===== src/rtl/usb_sie_rx_os.sv =====
// Oversampling USB SIE receiver: glitch filter, phase tracking, NRZI decode, unstuff, SYNC/EOP.
// Define USB_SIE_RX_BUS_RESET_EN to build the long-SE0 bus-reset detector.
package usb_sie_rx_pkg;
  typedef logic [7:0] bus8_t;
endpackage

module usb_sie_rx_os
  import usb_sie_rx_pkg::*;
#(
  parameter int OSR        = 4,
  parameter int LOW_SPEED  = 0,
  parameter int RESET_BITS = 32
) (
  input  logic  clk,
  input  logic  rst,
  input  logic  dn_rx,
  input  logic  dp_rx,
  input  logic  tx_active,
  output bus8_t rx_data,
  output logic  rx_valid,
  output logic  rx_active,
  output logic  rx_error,
  output logic  bus_reset
);

  localparam logic [1:0] LS_J   = (LOW_SPEED != 0) ? 2'b10 : 2'b01;
  localparam logic [1:0] LS_K   = (LOW_SPEED != 0) ? 2'b01 : 2'b10;
  localparam int         PH_W   = $clog2(OSR);
  localparam logic [PH_W-1:0] PH_MAX = PH_W'(OSR - 1);
  localparam logic [PH_W-1:0] PH_STB = PH_W'((OSR - 1) / 2);
  localparam logic [7:0] SYNC   = 8'h80;

  if (OSR < 3 || RESET_BITS < 1) begin : g_param_chk
    $error("usb_sie_rx_os: OSR must be >= 3 and RESET_BITS >= 1");
  end

  typedef enum logic [1:0] {IDLE, DATA, ABORT} state_t;

  logic [1:0] line_p0, line_p1, raw_p1, cand_p2, line_st;
  logic       accept;
  logic [PH_W-1:0] phase;
  logic       strobe, is_j, is_k, is_se0;

  // SE1 is folded into SE0 before filtering
  assign raw_p1 = (line_p1 == 2'b11) ? 2'b00 : line_p1;
  assign accept = (raw_p1 == cand_p2) && (raw_p1 != line_st);

  // Stage p0/p1: two-flop synchroniser; p2: glitch-filter candidate and accepted state
  always_ff @(posedge clk or posedge rst) begin
    if (rst) begin
      line_p0 <= LS_J;
      line_p1 <= LS_J;
      cand_p2 <= LS_J;
      line_st <= LS_J;
    end else begin
      line_p0 <= {dn_rx, dp_rx};
      line_p1 <= line_p0;
      cand_p2 <= raw_p1;
      if (accept) line_st <= raw_p1;
    end
  end

  // Phase counter realigns on every accepted edge so the strobe stays mid-bit
  always_ff @(posedge clk or posedge rst) begin
    if (rst)                  phase <= '0;
    else if (accept)          phase <= '0;
    else if (phase == PH_MAX) phase <= '0;
    else                      phase <= phase + PH_W'(1);
  end

  assign is_j   = (line_st == LS_J);
  assign is_k   = (line_st == LS_K);
  assign is_se0 = !(is_j || is_k);
  assign strobe = (phase == PH_STB) && !tx_active;

  state_t     state, state_nxt;
  logic [1:0] prev_st, prev_nxt;
  logic       se0_seen, se0_nxt;
  logic [2:0] ones, ones_nxt;
  logic [2:0] bitcnt, bitcnt_nxt;
  logic [2:0] jcnt, jcnt_nxt;
  logic [7:0] shift, shift_nxt, shifted;
  bus8_t      data_nxt;
  logic       valid_nxt, error_nxt;
  logic       bit_val, bit_en, eop, bus_rst_hit;

  assign bit_val = (line_st == prev_st);
  // The J that closes an EOP is not a data bit
  assign bit_en  = strobe && !is_se0 && !(se0_seen && is_j);
  assign eop     = strobe && se0_seen && is_j;
  assign shifted = {bit_val, shift[7:1]};

  always_comb begin
    state_nxt  = state;
    prev_nxt   = prev_st;
    se0_nxt    = se0_seen;
    ones_nxt   = ones;
    bitcnt_nxt = bitcnt;
    jcnt_nxt   = jcnt;
    shift_nxt  = shift;
    data_nxt   = rx_data;
    valid_nxt  = 1'b0;
    error_nxt  = 1'b0;

    if (strobe) begin
      se0_nxt  = is_se0;
      prev_nxt = is_se0 ? LS_J : line_st;
      jcnt_nxt = is_j ? jcnt + 3'd1 : 3'd0;
    end

    case (state)
      IDLE: begin
        ones_nxt = 3'd0;
        if (bit_en) begin
          shift_nxt = shifted;
          if (shifted == SYNC) begin
            state_nxt  = DATA;
            bitcnt_nxt = 3'd0;
          end
        end
      end
      DATA: begin
        if (eop) begin
          state_nxt = IDLE;
          error_nxt = (bitcnt != 3'd0);
        end else if (bit_en) begin
          if (ones == 3'd6) begin
            ones_nxt = 3'd0;
            if (bit_val) begin
              error_nxt = 1'b1;
              state_nxt = ABORT;
              jcnt_nxt  = 3'd0;
            end
          end else begin
            ones_nxt   = bit_val ? ones + 3'd1 : 3'd0;
            shift_nxt  = shifted;
            bitcnt_nxt = bitcnt + 3'd1;
            if (bitcnt == 3'd7) begin
              data_nxt  = shifted;
              valid_nxt = 1'b1;
            end
          end
        end
      end
      ABORT: begin
        if (eop || (strobe && is_j && jcnt == 3'd7)) state_nxt = IDLE;
      end
      default: state_nxt = IDLE;
    endcase

    if (bus_rst_hit && state != IDLE) state_nxt = IDLE;

    if (tx_active) begin
      state_nxt = IDLE;
      valid_nxt = 1'b0;
      error_nxt = 1'b0;
    end

    if (state_nxt == IDLE && state != IDLE) begin
      shift_nxt = 8'hFF;
      ones_nxt  = 3'd0;
    end
  end

  // Stage p3: decoder state and registered outputs
  always_ff @(posedge clk or posedge rst) begin
    if (rst) begin
      state     <= IDLE;
      prev_st   <= LS_J;
      se0_seen  <= 1'b0;
      ones      <= 3'd0;
      bitcnt    <= 3'd0;
      jcnt      <= 3'd0;
      shift     <= 8'hFF;
      rx_data   <= 8'h00;
      rx_valid  <= 1'b0;
      rx_error  <= 1'b0;
      rx_active <= 1'b0;
    end else begin
      state     <= state_nxt;
      prev_st   <= prev_nxt;
      se0_seen  <= se0_nxt;
      ones      <= ones_nxt;
      bitcnt    <= bitcnt_nxt;
      jcnt      <= jcnt_nxt;
      shift     <= shift_nxt;
      rx_data   <= data_nxt;
      rx_valid  <= valid_nxt;
      rx_error  <= error_nxt;
      rx_active <= (state_nxt != IDLE);
    end
  end

`ifdef USB_SIE_RX_BUS_RESET_EN
  localparam int RST_MAX = RESET_BITS * OSR;
  localparam int RC_W    = $clog2(RST_MAX + 1);

  logic [RC_W-1:0] rst_cnt, rst_cnt_nxt;

  function automatic logic [RC_W-1:0] sat_inc(input logic [RC_W-1:0] v);
    return (v == RC_W'(RST_MAX)) ? v : v + RC_W'(1);
  endfunction

  assign rst_cnt_nxt = is_se0 ? sat_inc(rst_cnt) : '0;
  assign bus_rst_hit = (rst_cnt == RC_W'(RST_MAX));

  always_ff @(posedge clk or posedge rst) begin
    if (rst) begin
      rst_cnt   <= '0;
      bus_reset <= 1'b0;
    end else begin
      rst_cnt   <= rst_cnt_nxt;
      bus_reset <= (rst_cnt_nxt == RC_W'(RST_MAX));
    end
  end
`else
  assign bus_rst_hit = 1'b0;
  assign bus_reset   = 1'b0;
`endif

endmodule


===== config.mk =====
export PLATFORM = sky130hd
export DESIGN_NAME = usb_sie_rx_os
export DESIGN_NICKNAME = d
export VERILOG_FILES = /design/src/rtl/usb_sie_rx_os.sv
export SDC_FILE = /design/constraint.sdc
export NUM_CORES = 1
export LEC_CHECK = 0
export ABC_AREA = 1
export CORE_MARGIN = 2
export CORE_UTILIZATION = 45
export CTS_BUF_LIST = sky130_fd_sc_hd__clkbuf_4
export CTS_CLUSTER_DIAMETER = 200
export CTS_CLUSTER_SIZE = 20
export DETAILED_ROUTE_END_ITERATION = 8
export GPL_TIMING_DRIVEN = 0
export PLACE_DENSITY = 0.71
export SLEW_MARGIN = 5
export SYNTH_ARGS = -nofsm -noshare
export SYNTH_HDL_FRONTEND = slang
export SYNTH_SLANG_ARGS = --single-unit

===== constraint.sdc =====
create_clock -name clk -period 2.7 [get_ports clk]
set_clock_uncertainty 0.05 [all_clocks]
set_input_delay 0.81 -clock clk [delete_from_list [all_inputs] [get_ports clk]]
set_output_delay 0.81 -clock clk [all_outputs]
set_load 0.01 [all_outputs]

==> results_dict.tcl <==
set metrics [dict create \
    run_status "complete, no violations" \
    drc 0 \
    area_growth_syn_to_layout_pct 13.9 \
    critPathKind "input pin to flop" \
    die_height_um 72.8 \
    ctsRootBufferMaster "sky130_fd_sc_hd__clkbuf_4" \
    worstPathArrival_ps 2480 \
    synth_area_in_compound_gates_pct 7.82 \
    power-per-cell-area_nw_per_um2 769 \
    grt_first_pass_wirelength_mm 6.34 \
    most_used_cells_in_the_layout_excluding_fill_and_tap_cells "sky130_fd_sc_hd__nand2_1, sky130_fd_sc_hd__inv_1, sky130_fd_sc_hd__dfrtp_1" \
    max_clock_freq_mhz 436 \
    report.final.setup_viol 0 \
    detail-route-antenna-nets 0 \
    yosysSeqAreaShare_pct 50.1 \
    layout.cells.most_common "sky130_fd_sc_hd__nand2_1" \
    worstPathMaxFanout 10 \
    synth_top_family_by_area "simple AND/OR/NAND/NOR gates" \
    max-slew-margin-rel_pct 43.9 \
    floorplan.initialDensity_pct 46.0 \
    drt_first_pass_iters 4 \
    dr.max_layer_used "met4" \
    layout-drive-gt1-share_pct 16.7 \
    synthesis.area_per_instance_um2 8.87 \
    cts-hold-fix-buffers 0 \
    pin_count 17 \
    cts_htree_levels 2 \
    design.core.area_um2 4630 \
    synth_top_cell_by_area "sky130_fd_sc_hd__dfrtp_1" \
    grt_pass1_vias 1457 \
    hpwlAfterDp_mm 2.69 \
    gate_count_of_the_mapped_netlist 240 \
    timing.reg2reg.worst_path_depth 9 \
    critical_path.endpoint_type "flop" \
    yosys-top-cells-area "sky130_fd_sc_hd__dfrtp_1, sky130_fd_sc_hd__dfstp_2, sky130_fd_sc_hd__nand2_1" \
    cts.clk_slew.worst_paths_ps 120 \
    synth_adder_area_share_pct 7.05 \
    n_fill_cell 425 \
    die_area_um2 5300 \
    hold_path.class "flop to flop" \
    cts-root-to-sink-buffers 2 \
    synth_xor_xnor_area_share_pct 0.412 \
    clock_sink_count 42 \
    static-leakage-power_nw 1.25 \
    setup.worst_path.start_class "input pin" \
    layout.core_utilization_pct 52.4 \
    vdd_ir_max_mv 0.583 \
    grt_max_degree 43 \
    seq_cells_post_synth 42 \
    postCtsSetupBuffers 0 \
    placement.io_buffers 15 \
    post_synth_mux_area_share_pct 0 \
    min_period_over_period_pct 85.0 \
    worst_hold_path.num_cells 0 \
    syn_nets 257 \
    synth_simple_gate_area_share_pct 27.6 \
    antenna_found_initial 0 \
    number_of_max_cap_violations 0 \
    wl_met3_um 89 \
    drt_wl_total_mm 3.69 \
    detail_route.iter0.violations 79 \
    vias_per_cell 4.97 \
    worst_skew_pair.late_latency_ps 350 \
    cts_made_buffers 5 \
    routedWlPerCell_um 11.6 \
    timing_hold_violations_final 0 \
    gpl.final_weighted_congestion 0.770 \
    final_hold_slack_ps 312 \
    final_global_route_overflow_total 0 \
    track_usage_pct 15.5 \
    pnr_total_power_mw 1.86 \
    crit_required_ps 2890 \
    nets 279 \
    rsz_0062_raised_after_global_routing "false" \
    final_design_area_no_fill_um2 2420 \
    ys_types 33 \
    drv_slew 0 \
    cts_tree "done" \
    placed_area_um2 2350 \
    die_width_um 72.8 \
    antenna-diode-count 0 \
    tightestPinTransition_ps 841 \
    yosys.area.top_type_share_pct 35.3 \
    vias 1575 \
    syn-cell-area_um2 2130 \
    setup_total_negative_slack_ps 0 \
    wl_met1_mm 1.76 \
    placement_rows 25 \
    timing.final.crit_period_ps 2290 \
    ys.warnings.count 0 \
    postCtsResizedCells 0 \
    detailed_route_wirelength_on_metal2_mm 1.79 \
]
==> area by class of cell <==
type | count | area [um^2] | share of cell area (%)
buffer | 2 | 11.3 | 0.464
clock buffer | 6 | 45.0 | 1.86
clock inverter | 2 | 33.8 | 1.39
inverter | 35 | 134 | 5.52
multi-input combinational | 161 | 917 | 37.8
sequential | 42 | 1070 | 44.0
tap | 54 | 67.6 | 2.79
timing repair buffer | 15 | 150 | 6.19
==> final timing paths <==
kind | to | startpoint | slack (ps)
worst max-delay path | rx_data[1]$_DFFE_PP0P_ | tx_active | 410
min in group asynchronous | line_p1[1]$_DFF_PP0_ | rst | 890
worst max register to register | rx_data[1]$_DFFE_PP0P_ | line_st[0]$_DFFE_PP1P_ | 480
worst min register to register | line_p1[1]$_DFF_PP0_ | line_p0[1]$_DFF_PP0_ | 310
max in group asynchronous | phase[0]$_DFF_PP0_ | rst | 1190
worst min-delay path | line_p1[1]$_DFF_PP0_ | line_p0[1]$_DFF_PP0_ | 310
==> worst max-delay path: stages <==
cell and delay, ps:
sky130_fd_sc_hd__clkdlybuf4s50_1 500, sky130_fd_sc_hd__inv_4 150, sky130_fd_sc_hd__nand3_2 120, sky130_fd_sc_hd__nor2_4 150
sky130_fd_sc_hd__nand4_1 270, sky130_fd_sc_hd__clkbuf_1 290, sky130_fd_sc_hd__nand2_1 100, sky130_fd_sc_hd__o21ai_0 80
==> logic make-up (layout without fill, tap and decap cells) <==
logic type	after synthesis	count (layout)
AND/OR/NAND/NOR	120	120
buffers and inverters	37	60
adder cells (fa/ha/maj)	12	12
flip-flops	42	42
other	1	1
XOR/XNOR	1	1
AO/OA/AOI/OAI	27	27
==> synth_stat cells <==
cell / n
sky130_fd_sc_hd__nor3b_1: 1
sky130_fd_sc_hd__clkbuf_1: 1
sky130_fd_sc_hd__inv_2: 3
sky130_fd_sc_hd__nand3_2: 4
sky130_fd_sc_hd__o21a_1: 1
sky130_fd_sc_hd__dfrtp_1: 30
sky130_fd_sc_hd__nand4_1: 1
sky130_fd_sc_hd__nor2_2: 4
sky130_fd_sc_hd__a22o_1: 1
sky130_fd_sc_hd__inv_1: 31
sky130_fd_sc_hd__a21oi_1: 1
sky130_fd_sc_hd__nor4_1: 3
sky130_fd_sc_hd__nor2_4: 2
sky130_fd_sc_hd__o21bai_1: 1
sky130_fd_sc_hd__a22oi_1: 2
sky130_fd_sc_hd__ha_1: 12
sky130_fd_sc_hd__nand2_1: 62
sky130_fd_sc_hd__conb_1: 1
sky130_fd_sc_hd__nor3_1: 3
sky130_fd_sc_hd__nand4_2: 1
sky130_fd_sc_hd__o21ai_0: 17
sky130_fd_sc_hd__buf_4: 1
sky130_fd_sc_hd__nand2_4: 4
sky130_fd_sc_hd__dfstp_2: 12
sky130_fd_sc_hd__o221ai_1: 1
sky130_fd_sc_hd__nand2_2: 3
sky130_fd_sc_hd__o21ai_4: 1
sky130_fd_sc_hd__nor2_1: 13
sky130_fd_sc_hd__xnor2_1: 1
sky130_fd_sc_hd__inv_4: 1
sky130_fd_sc_hd__o21ai_1: 1
sky130_fd_sc_hd__a211oi_1: 1
sky130_fd_sc_hd__nand3_1: 19
==> power breakdown <==
| part | total, mW | leakage [nW] | switching [mW] | internal [mW] |
|---|---|---|---|---|
| Sequential | 0.897 | 0.520 | 0.0977 | 0.800 |
| Clock | 0.409 | 0.0433 | 0.206 | 0.203 |
| Combinational | 0.558 | 0.692 | 0.360 | 0.197 |
| Total | 1.86 | 1.25 | 0.664 | 1.20 |
==> routing by layer <==
layer	up-vias	global-route usage, %
met2	19	24.7
li1	813	-
met3	5	3.87
met1	738	20.3
met4	0	6.38
met5	-	0
==> stage by stage <==
step / cells / setup WS [ps]
floorplan: 240 / 735
global placement: 309 / 23.6
detailed placement: 309 / 4.51
CTS: 317 / 394
global route: 317 / 205
finish: 317 / 406
==> sequential cells by signal, summed over array words and instances, names as in the netlist <==
name and count:
rx_active 1, bitcnt 3, line_p1 2, se0_seen 1, rx_data 8, rx_valid 1
line_p0 2, ones 3, cand_p2 2, phase 2, shift 7, rx_error 1
line_st 2, prev_st 2, state 2, jcnt 3
Note: power is estimated with default switching activity, not from simulation.
